<file path="config.mk">
export PLATFORM = sky130hd
export DESIGN_NAME = handshake_monitor
export DESIGN_NICKNAME = d
export VERILOG_FILES = /design/src/rtl/handshake_monitor_pkg.sv /design/src/rtl/handshake_channel_checker.sv /design/src/rtl/handshake_monitor.sv
export SDC_FILE = /design/constraint.sdc
export NUM_CORES = 1
export LEC_CHECK = 0
export BUFFER_PORTS_ARGS = -buffer_cell sky130_fd_sc_hd__buf_2
export CAP_MARGIN = 10
export CELL_PAD_IN_SITES_DETAIL_PLACEMENT = 1
export CELL_PAD_IN_SITES_GLOBAL_PLACEMENT = 2
export CORE_MARGIN = 2
export CORE_UTILIZATION = 33
export CTS_BUF_LIST = sky130_fd_sc_hd__clkbuf_8
export DETAILED_ROUTE_END_ITERATION = 12
export GPL_ROUTABILITY_DRIVEN = 0
export PLACE_DENSITY = 0.9
export SLEW_MARGIN = 5
export SYNTH_ARGS = -nofsm -noshare
export SYNTH_HDL_FRONTEND = slang
export SYNTH_SLANG_ARGS = --single-unit
</file>
<file path="constraint.sdc">
create_clock -name CLK -period 1.87 [get_ports CLK]
set_clock_uncertainty 0.05 [all_clocks]
set_input_delay 0.2805 -clock CLK [delete_from_list [all_inputs] [get_ports CLK]]
set_output_delay 0.2805 -clock CLK [all_outputs]
set_load 0.03 [all_outputs]
</file>
<file path="src/rtl/handshake_monitor_pkg.sv">
// handshake_monitor_pkg: shared types and helpers for the ready/valid handshake monitor.
//   err_code_e : per-channel error code (NONE, DROP, DATA_CHG, TIMEOUT)
//   state_e    : per-channel checker FSM state (IDLE, WAIT)
//   width_for  : bits needed to hold 0..max_val, at least 1
package handshake_monitor_pkg;
    typedef enum logic [1:0] {
        ERR_NONE     = 2'd0,
        ERR_DROP     = 2'd1,
        ERR_DATA_CHG = 2'd2,
        ERR_TIMEOUT  = 2'd3
    } err_code_e;

    typedef enum logic {
        ST_IDLE = 1'b0,
        ST_WAIT = 1'b1
    } state_e;

    function automatic int width_for(input int max_val);
        return (max_val < 2) ? 1 : $clog2(max_val + 1);
    endfunction
endpackage

</file>
<file path="src/rtl/handshake_channel_checker.sv">
// handshake_channel_checker: protocol checker and transfer counter for one ready/valid channel.
//   CLK, ASYNCRESETN : clock, async active-low reset
//   clear            : sync clear of FSM, counters and error state
//   valid/ready/data : observed channel
//   xfer_count       : saturating count of completed transfers
//   err_sticky       : an error has been seen since reset/clear
//   err_code         : first error seen
//   err_det          : an error is detected this cycle (combinational, consumed by registers only)
module handshake_channel_checker
    import handshake_monitor_pkg::*;
#(
    parameter int DATA_W  = 8,
    parameter int CNT_W   = 16,
    parameter int TIMEOUT = 64
) (
    input  logic              CLK,
    input  logic              ASYNCRESETN,
    input  logic              clear,
    input  logic              valid,
    input  logic              ready,
    input  logic [DATA_W-1:0] data,
    output logic [CNT_W-1:0]  xfer_count,
    output logic              err_sticky,
    output logic [1:0]        err_code,
    output logic              err_det
);
    localparam int ST_W = width_for(TIMEOUT);

    state_e            r_state, w_state_nxt;
    err_code_e         r_code, w_err;
    logic [DATA_W-1:0] r_cap;
    logic [ST_W-1:0]   r_stall, w_stall_nxt, w_stall_inc;
    logic [CNT_W-1:0]  r_cnt;
    logic              r_sticky;

    // The stall that moves IDLE->WAIT is stall cycle 1, so a TIMEOUT-cycle
    // stall is flagged in the cycle where the incremented count reaches TIMEOUT.
    always_comb begin
        w_err       = ERR_NONE;
        w_state_nxt = r_state;
        w_stall_nxt = r_stall;
        w_stall_inc = (r_stall == '1) ? r_stall : r_stall + 1'b1;
        if (r_state == ST_IDLE) begin
            if (valid && !ready) begin
                w_state_nxt = ST_WAIT;
                w_stall_nxt = ST_W'(1);
            end
        end else begin
            if (!valid)
                w_err = ERR_DROP;
            else if (data != r_cap)
                w_err = ERR_DATA_CHG;
            else if (TIMEOUT != 0 && !ready && w_stall_inc >= ST_W'(TIMEOUT))
                w_err = ERR_TIMEOUT;
            w_stall_nxt = w_stall_inc;
            if (w_err != ERR_NONE || ready) begin
                w_state_nxt = ST_IDLE;
                w_stall_nxt = '0;
            end
        end
    end

    always_ff @(posedge CLK or negedge ASYNCRESETN) begin
        if (!ASYNCRESETN) begin
            r_state  <= ST_IDLE;
            r_cap    <= '0;
            r_stall  <= '0;
            r_cnt    <= '0;
            r_sticky <= 1'b0;
            r_code   <= ERR_NONE;
        end else if (clear) begin
            r_state  <= ST_IDLE;
            r_cap    <= '0;
            r_stall  <= '0;
            r_cnt    <= '0;
            r_sticky <= 1'b0;
            r_code   <= ERR_NONE;
        end else begin
            r_state <= w_state_nxt;
            r_stall <= w_stall_nxt;
            if (r_state == ST_IDLE && valid && !ready)
                r_cap <= data;
            if (valid && ready && r_cnt != '1)
                r_cnt <= r_cnt + 1'b1;
            if (w_err != ERR_NONE && !r_sticky) begin
                r_sticky <= 1'b1;
                r_code   <= w_err;
            end
        end
    end

    assign xfer_count = r_cnt;
    assign err_sticky = r_sticky;
    assign err_code   = r_code;
    assign err_det    = (w_err != ERR_NONE);
endmodule

</file>
<file path="src/rtl/handshake_monitor.sv">
// handshake_monitor: observe-only monitor for N_CH ready/valid channels.
//   CLK, ASYNCRESETN : clock, async active-low reset
//   clear            : sync clear of all counters and error state
//   valid, ready     : per-channel handshake, bit i = channel i
//   data             : channel i payload at [i*DATA_W +: DATA_W]
//   xfer_count       : channel i count at [i*CNT_W +: CNT_W]
//   err_sticky       : per-channel error-seen flag
//   err_code         : channel i first error code at [2*i +: 2]
//   err_pulse        : one-cycle strobe after any cycle with a detected error
//   first_err_valid  : first error channel has been latched
//   first_err_ch     : channel of the first latched error
module handshake_monitor
    import handshake_monitor_pkg::*;
#(
    parameter int N_CH    = 4,
    parameter int DATA_W  = 8,
    parameter int CNT_W   = 16,
    parameter int TIMEOUT = 64
) (
    input  logic                               CLK,
    input  logic                               ASYNCRESETN,
    input  logic                               clear,
    input  logic [N_CH-1:0]                    valid,
    input  logic [N_CH-1:0]                    ready,
    input  logic [N_CH*DATA_W-1:0]             data,
    output logic [N_CH*CNT_W-1:0]              xfer_count,
    output logic [N_CH-1:0]                    err_sticky,
    output logic [N_CH*2-1:0]                  err_code,
    output logic                               err_pulse,
    output logic                               first_err_valid,
    output logic [width_for(N_CH-1)-1:0]       first_err_ch
);
    localparam int CH_W = width_for(N_CH - 1);

    logic [N_CH-1:0] w_det;
    logic [CH_W-1:0] w_first_ch;
    logic [CH_W-1:0] r_first_ch;
    logic            r_first_valid;
    logic            r_pulse;

    for (genvar i = 0; i < N_CH; i++) begin : g_ch
        handshake_channel_checker #(
            .DATA_W  (DATA_W),
            .CNT_W   (CNT_W),
            .TIMEOUT (TIMEOUT)
        ) u_chk (
            .CLK         (CLK),
            .ASYNCRESETN (ASYNCRESETN),
            .clear       (clear),
            .valid       (valid[i]),
            .ready       (ready[i]),
            .data        (data[i*DATA_W +: DATA_W]),
            .xfer_count  (xfer_count[i*CNT_W +: CNT_W]),
            .err_sticky  (err_sticky[i]),
            .err_code    (err_code[2*i +: 2]),
            .err_det     (w_det[i])
        );
    end

    // Scan downward so the lowest detecting channel wins.
    always_comb begin
        w_first_ch = '0;
        for (int k = N_CH - 1; k >= 0; k--)
            if (w_det[k]) w_first_ch = CH_W'(k);
    end

    always_ff @(posedge CLK or negedge ASYNCRESETN) begin
        if (!ASYNCRESETN) begin
            r_pulse       <= 1'b0;
            r_first_valid <= 1'b0;
            r_first_ch    <= '0;
        end else if (clear) begin
            r_pulse       <= 1'b0;
            r_first_valid <= 1'b0;
            r_first_ch    <= '0;
        end else begin
            r_pulse <= |w_det;
            if (!r_first_valid && |w_det) begin
                r_first_valid <= 1'b1;
                r_first_ch    <= w_first_ch;
            end
        end
    end

    assign err_pulse       = r_pulse;
    assign first_err_valid = r_first_valid;
    assign first_err_ch    = r_first_ch;
endmodule
</file>
# After elaboration in Yosys (flattened, before gate mapping)
# Cells that the tools add are included.
word_totals:
  ff_bits: 144
  input_bits: 43
op_classes:
  addsub: 8
  order_cmp: 4
  n_eq_ne: 12
  mux: 97
  n_bitwise: 4
  reduce_logical: 68
ops:
  columns: ["operator", "count"]
  rows:
  - ["$mux W7", 20]
  - ["$mux W16", 8]
  - ["$mux W2", 34]
  - ["$add A16 B1 Y16 const B", 4]
  - ["$mux W8", 8]
  - ["$ne A16 B16 Y1 const B", 4]
  - ["$reduce_bool A2 Y1", 21]
  - ["$ne A8 B8 Y1", 4]
  - ["$logic_and A1 B1 Y1", 29]
  - ["$add A7 B1 Y7 const B", 4]
  - ["$eq A7 B7 Y1 const B", 4]
  - ["$ge A7 B7 Y1 const B", 4]
  - ["$mux W1", 27]
  - ["$reduce_bool A3 Y1", 4]
  - ["$logic_not A1 Y1", 9]
  - ["$logic_or A1 B1 Y1", 4]
  - ["$not A1 Y1", 4]
  - ["$reduce_or A4 Y1", 1]

# Longest topological paths before layout
# Gate-level depths: netlist (run 1).
logic_depth:
  depth_word: 16
  ltp_mapped: 7
  ltp_nobuf: 6

# Modules after synthesis
# Synthesis (run 1) repeated with hierarchy kept, for this count alone.
unflattened:
  hier_cells: 802
  hier_area_um2: 7528.5
modules_own_cells:
  columns: ["module", "instances", "cells_per_inst", "area_per_inst_um2", "seq_area_each_um2"]
  rows:
  - ["handshake_channel_checker", 4, 196, 1835.5, 875.8]
  - ["handshake_monitor", 1, 18, 186.4, 100.1]

# Worst setup path after synthesis (run 1)
# Ideal clock, no wire load.
synth_timing:
  kind: "register to register"
  startpoint: "reg g_ch[2].u_chk.r_cnt[0]"
  endpoint: "reg g_ch[2].u_chk.r_cnt[11]"
  setup_time_ns: 0.078
  arrival_time_ns: 1.990
  slack_ns: -0.248
  path_stages_with_launch: 7
  period_less_slack_ns: 2.118
  cell_sequence: "dfrtp_1 > ha_1 > and3_1 > nand3_1 > o211ai_4 > or4_2 > a21oi_1"
synth_via:
  elab_chain_cells: 3
synth_lines:
  columns: ["element", "line", "text"]
  rows:
  - ["start: declaration", "handshake_channel_checker.sv:33", "logic [CNT_W-1:0] r_cnt;"]
  - ["start signal: assignment", "handshake_channel_checker.sv:84", "r_cnt <= r_cnt + 1'b1;"]
  - ["$add A16 B1 Y16 / $ne A16 B16 Y1 (equally long branches)", "handshake_channel_checker.sv:84, handshake_channel_checker.sv:83", null]
  - ["$mux W16 / $logic_and A1 B1 Y1 (equally long branches)", "handshake_channel_checker.sv:83", "if (valid && ready && r_cnt != '1)"]
  - ["$mux W16 / $reduce_bool A2 Y1 (equally long branches)", null, null]
# Several ways; a longest one is shown, not always the timed one. The select of a mux whose other input is x is not followed.
# A chain may end at the register's enable or synchronous reset.

# Worst setup path in the final report (run 1)
layout_timing:
  startpoint: "reg g_ch[0].u_chk.r_stall[1]"
  endpoint: "reg r_first_valid, in the netlist first_err_valid"
layout_via:
  elab_chain_cells: 13
layout_lines:
  columns: ["element", "line", "text"]
  rows:
  - ["start: declaration", "handshake_channel_checker.sv:32", "logic [ST_W-1:0] r_stall, w_stall_nxt, w_stall_inc;"]
  - ["start signal: assignment", "handshake_channel_checker.sv:80", "r_stall <= w_stall_nxt;"]
  - ["$add A7 B1 Y7 / $eq A7 B7 Y1 (equally long branches)", "handshake_channel_checker.sv:42", "w_stall_inc = (r_stall == '1) ? r_stall : r_stall + 1'b1;"]
  - ["$mux W7 (*)", "handshake_channel_checker.sv:42", null]
  - ["$ge A7 B7 Y1 (*)", "handshake_channel_checker.sv:53", "else if (TIMEOUT != 0 && !ready && w_stall_inc >= ST_W'(TIMEOUT))"]
  - ["$logic_and A1 B1 Y1 (*)", "handshake_channel_checker.sv:53", null]
  - ["$mux W2 (*)", "handshake_channel_checker.sv:53", null]
  - ["$mux W2 (*)", "handshake_channel_checker.sv:51", "else if (data != r_cap)"]
  - ["$mux W2 (*)", "handshake_channel_checker.sv:49", "if (!valid)"]
  - ["$mux W2 (*) (2 in a row)", "handshake_channel_checker.sv:43", "if (r_state == ST_IDLE) begin"]
  - ["$reduce_bool A2 Y1 (*)", "handshake_channel_checker.sv:95", "assign err_det = (w_err != ERR_NONE);"]
  - ["$reduce_or A4 Y1 (*)", "handshake_monitor.sv:78", "if (!r_first_valid && |w_det) begin"]
  - ["$logic_and A1 B1 Y1 (*)", "handshake_monitor.sv:78", null]
  - ["$reduce_bool A2 Y1 (no line) (*)", null, null]
  - ["end signal: assignment", "handshake_monitor.sv:70", "r_first_valid <= 1'b0;"]
  - ["end signal: assignment", "handshake_monitor.sv:74", "r_first_valid <= 1'b0;"]
  - ["end signal: assignment", "handshake_monitor.sv:79", "r_first_valid <= 1'b1;"]
  - ["end: declaration", "handshake_monitor.sv:38", "logic r_first_valid;"]
# Every way passes the cells marked *; elsewhere a longest branch is shown, timed or not. The select of a mux whose other input is x is not followed.

==> results of run 1 <==
-- layout by cell type (no fill, tap or decap), types with 8 or more instances in the layout --
cell type,netlist,final
dfrtp_1,144,130
buf_2,0,120
buf_4,4,112
nor2_1,86,82
xnor2_1,69,64
nand2_1,64,63
o21ai_0,69,60
nand2b_1,38,38
inv_1,28,30
nand3_1,28,26
nand4_1,22,22
a21oi_1,26,21
clkbuf_8,0,21
a211oi_1,22,20
nor2b_1,15,14
xor2_1,14,14
dfrtp_2,0,14
nor3_1,15,12
a22o_1,10,10
and3_1,12,9
nor4_1,14,8
-- worst min-delay path by stage --
stage	start	endpoint	slack, ns
after detailed placement	ASYNCRESETN	g_ch[1].u_chk.r_cap[3]	0.18
after global routing	data[10]	g_ch[1].u_chk.r_cap[2]	0.04
after CTS	data[5]	g_ch[0].u_chk.r_cap[5]	0.02
after floorplan	ASYNCRESETN	err_pulse	-0.07
after global placement	ASYNCRESETN	g_ch[1].u_chk.r_cap[1]	0.17
final	data[18]	g_ch[2].u_chk.r_cap[2]	0.07
-- Yosys cell counts (5+ instances only) --
cell       count  area (sq um)
nand2_1       64         240.2
o211ai_1       7         52.55
clkbuf_1      27         101.4
a2111oi_0      5         43.79
xor2_1        14         122.6
nand4_1       22         137.6
and4_1         9         78.83
nor4_1        14         87.58
a22o_1        10         87.58
nor3_1        15         75.07
ha_1           8         100.1
o31ai_1        5         37.54
a211oi_1      22         165.2
inv_1         28         105.1
nand2b_1      38         237.7
a21o_1         6         45.04
nor2_1        86         322.8
dfrtp_1      144          3603
and3_1        12         75.07
o21ai_0       69         345.3
or4_1          8         60.06
nand3_1       28         140.1
a21oi_1       26         130.1
or3_1         11         68.82
xnor2_1       69         604.3
nor2b_1       15         93.84
and2_1         5         31.28
-- layout make-up --
| type | instances | area (sq um) | share of cell area, % |
|---|---|---|---|
| multi-input combinational | 622 | 4393 | 41.63 |
| inverter | 28 | 105.1 | 0.9960 |
| tap | 319 | 399.1 | 3.782 |
| sequential | 144 | 3621 | 34.31 |
| clock buffer | 21 | 289.0 | 2.739 |
| timing repair buffer | 245 | 1610 | 15.26 |
| clock inverter | 10 | 135.1 | 1.281 |
-- power by group through the flow --
stage	clock, mW	sequential, mW	combinational [mW]
finish	2.69	3.29	0.832
global route	2.93	3.30	0.921
CTS	2.79	3.29	0.799
detailed placement	0	3.35	0.772
global placement	0	3.34	0.748
floorplan	0	3.39	0.370
-- kinds of logic (layout without fill, tap and decap cells) --
kind of cell	count (synthesis)	in the layout	share of synthesized area, %
and+or+nand+nor	346	346	23.47
AOI/OAI and AO/OA	179	179	15.43
DFF	144	144	46.43
xor gates and xnor gates	83	83	9.366
buffers and inverters	62	304	3.192
adders and majority gates	8	8	1.290
muxes	6	6	0.8222
-- repair_timing --
item	in CTS	in global routing
hold endpoints to repair	38	0
cloned	0	1
setup endpoints to repair	26	84
gates resized for setup	24	63
setup buffers	8	6
pin swaps	21	35
hold buffers	3	0
-- worst max-delay path: stages, from the launching register on --
cell	delay, ns
dfrtp_1	0.39
ha_2	0.19
and4_4	0.16
o2bb2ai_4	0.15
buf_4	0.15
o41ai_2	0.21
buf_4	0.20
nand4_1	0.11
o21ba_2	0.22
-- state kept, by name, indices dropped and copies added, names as in the netlist --
name	cells
first_err_ch	2
g_ch.u_chk.err_sticky	4
g_ch.u_chk.err_code	8
first_err_valid	1
g_ch.u_chk.xfer_count	64
g_ch.u_chk.r_cap	32
g_ch.u_chk.r_stall	28
err_pulse	1
g_ch.u_chk.r_state	4
-- per-stage QoR --
step	power, mW	hold WS [ns]	setup TNS (ns)
2_1_floorplan	3.758	-0.06509	-0.05304
3_3_place_gp	4.087	0.1712	-0.3629
3_5_place_dp	4.119	0.1801	-1.198
4_1_cts	6.875	0.02110	-0.3556
5_1_grt	7.151	0.03656	-1.494
6_report	6.814	0.06692	-0.3911
-- metal layers --
layer  routed length [um]  vias to the layer above  GRT usage (%)
met5                    0                        -              0
met4                  218                        0          4.675
met3                  850                       15          3.662
met2                11610                      126          32.17
met1                10930                     3620          25.02
li1                     -                     3412              -
==> results.toml, run 1 <==
[power]
leakage_nw = 4.553
power_frac_seq_pct = 48.3
clock_power_share_pct = 39.5
p_int_mw = 4.994
max-vdd-ir-drop_uv = 426.0
netSwitchingPower_mw = 1.820
cellPowerDensity_nw_per_um2 = 645.7
switching_share_pct = 26.71
share_comb_of_total_power_pct = 12.2

[floorplanning]
die_w_um = 157.4
num_io_pins = 123
core_sq_um = 23260
die_area_sq_um = 24760
start_util_pct = 33.36
die_h_um = 157.4
rows = 56

[critical_path]
critical_path.max_fanout = 4
regToRegEndpoint = "first_err_valid"
critPathRequiredTime_ns = 2.15
crit_path_start = "g_ch[0].u_chk.r_stall[1]"
worst_ep_arrival_time_ns = 2.22
endpoint_kind = "flop"
path_class = "reg -> reg"
cp-start-kind = "flop"
cp-endpoint = "first_err_valid"
r2r-start = "g_ch[0].u_chk.r_stall[1]"
r2r_slack_ns = -0.08
rr_worst_depth = 8

[run_status]
status = "finished with violations"
violations = "negative setup slack"

[timing]
finalHoldViolations = 0
worst_slack_ns = -0.07610
fmax_mhz = 513.8
finalSetupViolCount = 10
tightest_slew_ns = 0.5719
slew-limit-headroom_pct = 61.83
post-route-min-period_ns = 1.946
period_share_pct = 104.1
final_max_slew_viol_count = 0
rsz0062_at_grt = "yes"

[layout]
post-route-util_pct = 45.36
num-fill-cells = 2752
final_nets = 1109
fin_cells = 1389
area_growth_pct = 35.97
drive_gt1_share_pct = 34.86
final_area_sq_um = 10550
diodes = 0

[detailed_routing]
drc = 0
dr_total_vias = 7173
wirelength_um = 23610
drt_pass1_iterations = 4
ant_nets = 0
post_drt_wl_per_cell_um = 17.00
avgViaCountPerCell = 5.164
drtIter0Drc = 237

[logic_synthesis]
seq_area_frac_synth_pct = 46.43
synthFlopType = "dfrtp_1"
syn_nets = 879
async_reset_ff_share_pct = 100.0
synth-seq-cells = 144
synth_area_per_cell_sq_um = 9.373
ys_types = 53
syn_area_sq_um = 7761
synth_edf_count = 0
synthCells = 828
yosysWarnings = 0

[cts]
cts.sinks = 144
cts-root-buf = "clkbuf_8"
cts_max_level = 4
clk_latency_ns = 0.45
cts-buffers-inserted = 17
cts_tree = "done"
cts_buffer_depth = 2
path_clk_slew_ns = 0.08

[placement]
place_ws_ns = -0.1687
port_buffers = 122
post_dp_cell_area_sq_um = 9573
placed_cells = 1340
dp_hpwl_um = 16230

[hold_path]
holdPathStages = 3
hp-class = "in -> reg"

[global_routing]
grt_max_degree = 45
grt_overflow_total = 0
grt_usage_pct = 19.00
grt_pass1_vias = 7527
antenna_found_initial = 0
grt_pass1_wl_um = 37810

[flow_run]
timing.max_cap.violations = 0
Power figures use the tool's default switching activity.
==> inputs of run 2 (changes only) <==
- CELL_PAD_IN_SITES_DETAIL_PLACEMENT: 1 -> 0
- CELL_PAD_IN_SITES_GLOBAL_PLACEMENT: 2 -> 1
- CORE_UTILIZATION: 33 -> 41
==> results.toml, run 2 (synthesis gave the netlist of run 1 again) <==
[layout]
drive_gt1_share_pct = 34.95
diodes = 0
final_cell_mix = "dfrtp_1, buf_2, buf_4"
area_growth_pct = 33.85
largest_reg_flops = 64
post-route-util_pct = 55.72
final_nets = 1112
layout_commonest_cell = "dfrtp_1"
fin_cells = 1307

[critical_path]
cpMaxStageDelayCell = "o41ai_2"
worst_path_most_repeated_cell = "nand4_1"
critPathTopFamily = "compound AO/OA/AOI/OAI gates"
path_class = "reg -> reg"
critPathRequiredTime_ns = 2.16
max_stage_delay_ns = 0.44
cp-start-kind = "flop"
path_buf_inv = 1
endpoint_kind = "flop"
worst_ep_arrival_time_ns = 2.23
crit_chain = "xnor2_1 -> nand4_1 -> o41ai_2 -> buf_4 -> nand4_1 -> o21ba_2"
critical_path.max_fanout = 5

[timing]
worst_slack_ns = -0.06958
post-route-min-period_ns = 1.940
finalSetupViolCount = 8
slew-limit-headroom_pct = 62.71
final_max_slew_viol_count = 0
period_share_pct = 103.7
finalHoldViolations = 0
fmax_mhz = 515.6
tightest_slew_ns = 0.5588
rsz0062_at_grt = "yes"

[power]
max-vdd-ir-drop_uv = 400.5
power_mw = 6.571
leakage_nw = 4.523
cellPowerDensity_nw_per_um2 = 632.5

[run_status]
violations = "negative setup slack"
status = "finished with violations"

[global_routing]
grt_usage_pct = 20.00
antenna_found_initial = 0
grt_max_degree = 38
grt_pass1_vias = 6658
grt_overflow_total = 0
grt_pass1_wl_um = 32330

[detailed_routing]
dr_total_vias = 6939
wirelength_um = 20120
drt_pass1_iterations = 5
drc = 0
avgViaCountPerCell = 5.309
post_drt_wl_per_cell_um = 15.39
ant_nets = 0
drtIter0Drc = 362

[cts]
cts_tree = "done"
cts_buffer_depth = 2
cts_max_level = 4
cts-root-buf = "clkbuf_8"
path_clk_slew_ns = 0.08
cts.sinks = 144
clk_latency_ns = 0.45
cts-buffers-inserted = 17

[placement]
port_buffers = 122
placed_cells = 1246
dp_hpwl_um = 13970

[floorplanning]
num_io_pins = 123
die_area_sq_um = 20050
start_util_pct = 41.63
rows = 50
die_h_um = 141.6
core_sq_um = 18640
die_w_um = 141.6

[hold_path]
hp-class = "in -> reg"

[flow_run]
timing.max_cap.violations = 0
[run 2: changes by cell type in the layout (fill, tap and decap cells not counted), sizes merged]
cell,delta
clkdlybuf4s15,-1
bufinv,-1
clkinv,+2
buf,+3
clkbuf,-1
o211ai,+1
[run 2: final cells by class]
| type | count | area [sq um] |
|---|---|---|
| well taps | 234 | 292.8 |
| clock inverters | 11 | 115.1 |
| multi-input cells | 623 | 4388 |
| flip-flops and latches | 144 | 3620 |
| inverters | 28 | 105.1 |
| fillers | 1648 | 8254 |
| repair buffers | 247 | 1593 |
| clock buffers | 20 | 275.3 |
[run 2: metrics by stage]
| step | hold slack, ns | instance area (sq um) | TNS (ns) | setup slack, ns |
|---|---|---|---|---|
| 6_report | 0.05280 | 10390 | -0.1822 | -0.06958 |
| 5_1_grt | 0.02435 | 10390 | -1.637 | -0.1972 |
| 4_1_cts | 0.01818 | 9981 | -0.7795 | -0.1153 |
| 3_5_place_dp | 0.1503 | 9387 | -0.8439 | -0.1104 |
| 3_3_place_gp | 0.1529 | 9387 | -0.2062 | -0.07019 |
| 2_1_floorplan | -0.06509 | 7886 | -0.05304 | -0.05304 |
[run 2: final timing paths]
path,startpoint,to,slack (ns),cells after the start
worst max-delay path,g_ch[3].u_chk.r_cap[7],first_err_valid,-0.07,6
worst min-delay path,data[31],g_ch[3].u_chk.r_cap[7],0.05,3
worst max register to register,g_ch[3].u_chk.r_cap[7],first_err_valid,-0.07,6
worst min register to register,g_ch[1].u_chk.r_cap[7],g_ch[1].u_chk.r_cap[7],0.45,2
max in group asynchronous,ASYNCRESETN,g_ch[3].u_chk.xfer_count[6],0.93,3
min in group asynchronous,ASYNCRESETN,g_ch[1].u_chk.r_cap[7],0.24,2
[run 2: timing repair]
item / in CTS / in global routing
setup endpoints to repair: 19 / 76
setup buffers: 10 / 17
resized for setup: 27 / 57
gates cloned: 1 / 0
pin swaps: 17 / 50
hold buffers: 3 / 0
endpoints found under the hold margin: 48 / 0
[run 2: tightest hold or removal path: cells and delay by family]
family / cells / cell delay, ns
AO/OA/AOI/OAI: 1 / 0.07
AND/OR/NAND/NOR: 1 / 0.06
buffers and inverters: 1 / 0.11
[run 2: where the power goes]
group / leakage (nW) / switching [mW] / internal [mW] / total, mW
sequential: 1.95 / 0.0757 / 3.21 / 3.28
combinational: 2.37 / 0.483 / 0.336 / 0.819
clock: 0.203 / 1.20 / 1.27 / 2.47
total: 4.52 / 1.75 / 4.82 / 6.57
[run 2: routing by layer]
layer	global-route usage, %	vias to the layer above	wire length (um)
li1	-	3417	-
met1	27.72	3376	9490
met2	31.40	128	9419
met3	4.792	18	986
met4	5.737	0	224
met5	0	-	0
==> inputs of run 3 (changes only) <==
- SYNTH_HIERARCHICAL: not set -> 1
==> results.toml, run 3 <==
[logic_synthesis]
ys_types = 43
synth-seq-cells = 144
synth_area_per_cell_sq_um = 9.387
synth_compound_area_share_pct = 15.26
synth_edf_count = 0
synthXorXnorAreaFrac_pct = 10.70
synth_most_common_cell = "dfrtp_1"
synthTopCellsByArea = "dfrtp_1, xnor2_1, nor2_1"
synth_top_family_by_area = "simple AND/OR/NAND/NOR gates"
yosysWarnings = 6
synthSimpleGateAreaFrac_pct = 21.82
synth.area.mux_share_pct = 0.5318
synth.largest_area_cell = "dfrtp_1"
synthFlopType = "dfrtp_1"
syn_area_sq_um = 7528
async_reset_ff_share_pct = 100.0
syn_nets = 853
seq_area_frac_synth_pct = 47.86
synth_common_cells = "dfrtp_1, nor2_1, nand2_1, xnor2_1, a21oi_1"
synth_fa_ha_area_share_pct = 1.330
netlist.area_leader.share_pct = 47.86
synthCells = 802

[global_routing]
grt_pass1_wl_um = 30460
grt_overflow_total = 0
grt_pass1_vias = 6456
grt_max_degree = 54
antenna_found_initial = 0
grt_usage_pct = 18.80

[cts]
cts.sinks = 144
cts_buffer_depth = 2
cts_tree = "done"
path_clk_slew_ns = 0.08
clk_latency_ns = 0.45
cts-buffers-inserted = 17
cts-root-buf = "clkbuf_8"
cts_max_level = 4

[power]
max-vdd-ir-drop_uv = 481.6
power_mw = 6.462
cellPowerDensity_nw_per_um2 = 650.3
leakage_nw = 4.476

[layout]
num-fill-cells = 1638
final_cell_mix = "buf_2, dfrtp_1, nor2_1"
diodes = 0
final_nets = 1071
seq_area_sq_um = 3646
area_growth_pct = 31.99
multi_input_area_sq_um = 4069
post-route-util_pct = 55.32
largest_reg_flops = 64
layout_commonest_cell = "buf_2"
drive_gt1_share_pct = 34.66

[flow_run]
timing.max_cap.violations = 0

[floorplanning]
start_util_pct = 41.91
die_area_sq_um = 19460
die_w_um = 139.5
core_sq_um = 17960
rows = 49
num_io_pins = 123
die_h_um = 139.5

[placement]
place_ws_ns = -0.1657
dp_hpwl_um = 12850
port_buffers = 122

[detailed_routing]
drtIter0Drc = 354
drt_pass1_iterations = 4
wirelength_um = 18490
post_drt_wl_per_cell_um = 14.65
drc = 0
dr_total_vias = 6697
avgViaCountPerCell = 5.307
ant_nets = 0

[timing]
finalSetupViolCount = 5
worst_slack_ns = -0.1330
fin_hold_ws_ns = 0.02860
period_share_pct = 107.1
post-route-min-period_ns = 2.003
fmax_mhz = 499.3
slew-limit-headroom_pct = 68.71
final_max_slew_viol_count = 0
finalHoldViolations = 0
tightest_slew_ns = 0.4694
rsz0062_at_grt = "yes"

[hold_path]
holdPathStages = 3
hp-class = "in -> reg"
min_to = "g_ch[1].u_chk/r_cap[3]"
timing.hold.worst.start = "data[11]"

[critical_path]
r2r-start = "g_ch[3].u_chk/r_cap[4]"
worst_ep_arrival_time_ns = 2.29
critPathRequiredTime_ns = 2.16
rr_worst_depth = 8
cp-start-kind = "flop"
endpoint_kind = "flop"
critical_path.max_fanout = 2
regToRegEndpoint = "first_err_valid"
path_class = "reg -> reg"
r2r_slack_ns = -0.13

[run_status]
violations = "negative setup slack"
status = "finished with violations"
-- run 3: changes by cell type in the layout (fill, tap and decap cells not counted), moves of 10 or more --
cell,previous run,this run
xnor2_1,66,56
dfrtp_2,13,34
nor2_1,82,92
nand4_1,22,8
a21oi_1,21,50
o21ai_0,60,44
nand2b_1,38,8
xor2_1,14,35
dfrtp_1,131,110
nor2b_1,14,4
buf_4,118,91
nor4_1,8,22
-- run 3: cells by family (layout without fill, tap and decap cells) --
group	Yosys count	count (layout)
AO/OA/AOI/OAI	177	177
XOR/XNOR	92	92
adder cells (fa/ha/maj)	8	8
buffers and inverters	50	281
flip-flops	144	144
multiplexers	4	4
AND/OR/NAND/NOR	327	327
-- run 3: worst max path at each step --
stage	from	endpoint	slack [ns]	cells after the start
3_3_place_gp	data[28]	first_err_valid	-0.12	9
2_1_floorplan	g_ch[3].u_chk/r_cap[6]	first_err_valid	-0.1	7
3_5_place_dp	data[28]	first_err_valid	-0.17	9
5_1_grt	g_ch[3].u_chk/r_cap[4]	first_err_valid	-0.24	8
6_report	g_ch[3].u_chk/r_cap[4]	first_err_valid	-0.13	8
4_1_cts	g_ch[3].u_chk/r_cap[4]	first_err_valid	-0.14	8
-- run 3: area by class of cell --
type / count / area share [%]
sequential: 144 / 36.69
inverter: 26 / 0.9821
multi-input combinational: 608 / 40.95
clock inverter: 13 / 1.473
timing repair buffer: 223 / 14.39
tap: 229 / 2.883
clock buffer: 19 / 2.632
-- run 3: timing repair --
| action | 4_1_cts | 5_1_grt |
|---|---|---|
| endpoints found under the setup margin | 15 | 66 |
| endpoints found under the hold margin | 42 | 1 |
| gates resized for setup | 5 | 53 |
| hold buffers | 4 | 1 |
| setup buffers | 0 | 11 |
| pin swaps | 6 | 15 |
-- run 3: metal layers --
metal  track usage, %  part of all wire, %  vias up
met5                0                    0        -
met2            30.80                   49      127
met3            4.061                  3.4       16
met4            5.476                  1.1        0
li1                 -                    -     3293
met1            25.22                   47     3261
-- run 3: critical path, stage by stage (launching register included) --
cell and delay, ns:
dfrtp_1 0.40, xor2_1 0.16, nor4_2 0.30, buf_4 0.16
nand3b_1 0.10, o21a_1 0.23, or2_4 0.27, nor3_4 0.13
a21oi_1 0.10
-- run 3: through the flow --
stage / TNS, ns / cell area, sq um / instances
2_1_floorplan: -0.6224 / 7634 / 802
3_3_place_gp: -0.4686 / 9112 / 1214
3_5_place_dp: -1.109 / 9112 / 1214
4_1_cts: -0.3679 / 9582 / 1250
5_1_grt: -1.594 / 9937 / 1262
6_report: -0.3099 / 9937 / 1262
-- run 3: where the power goes --
part	internal [mW]	switching, mW
logic	0.253	0.403
registers	3.18	0.0559
clock network	1.37	1.20
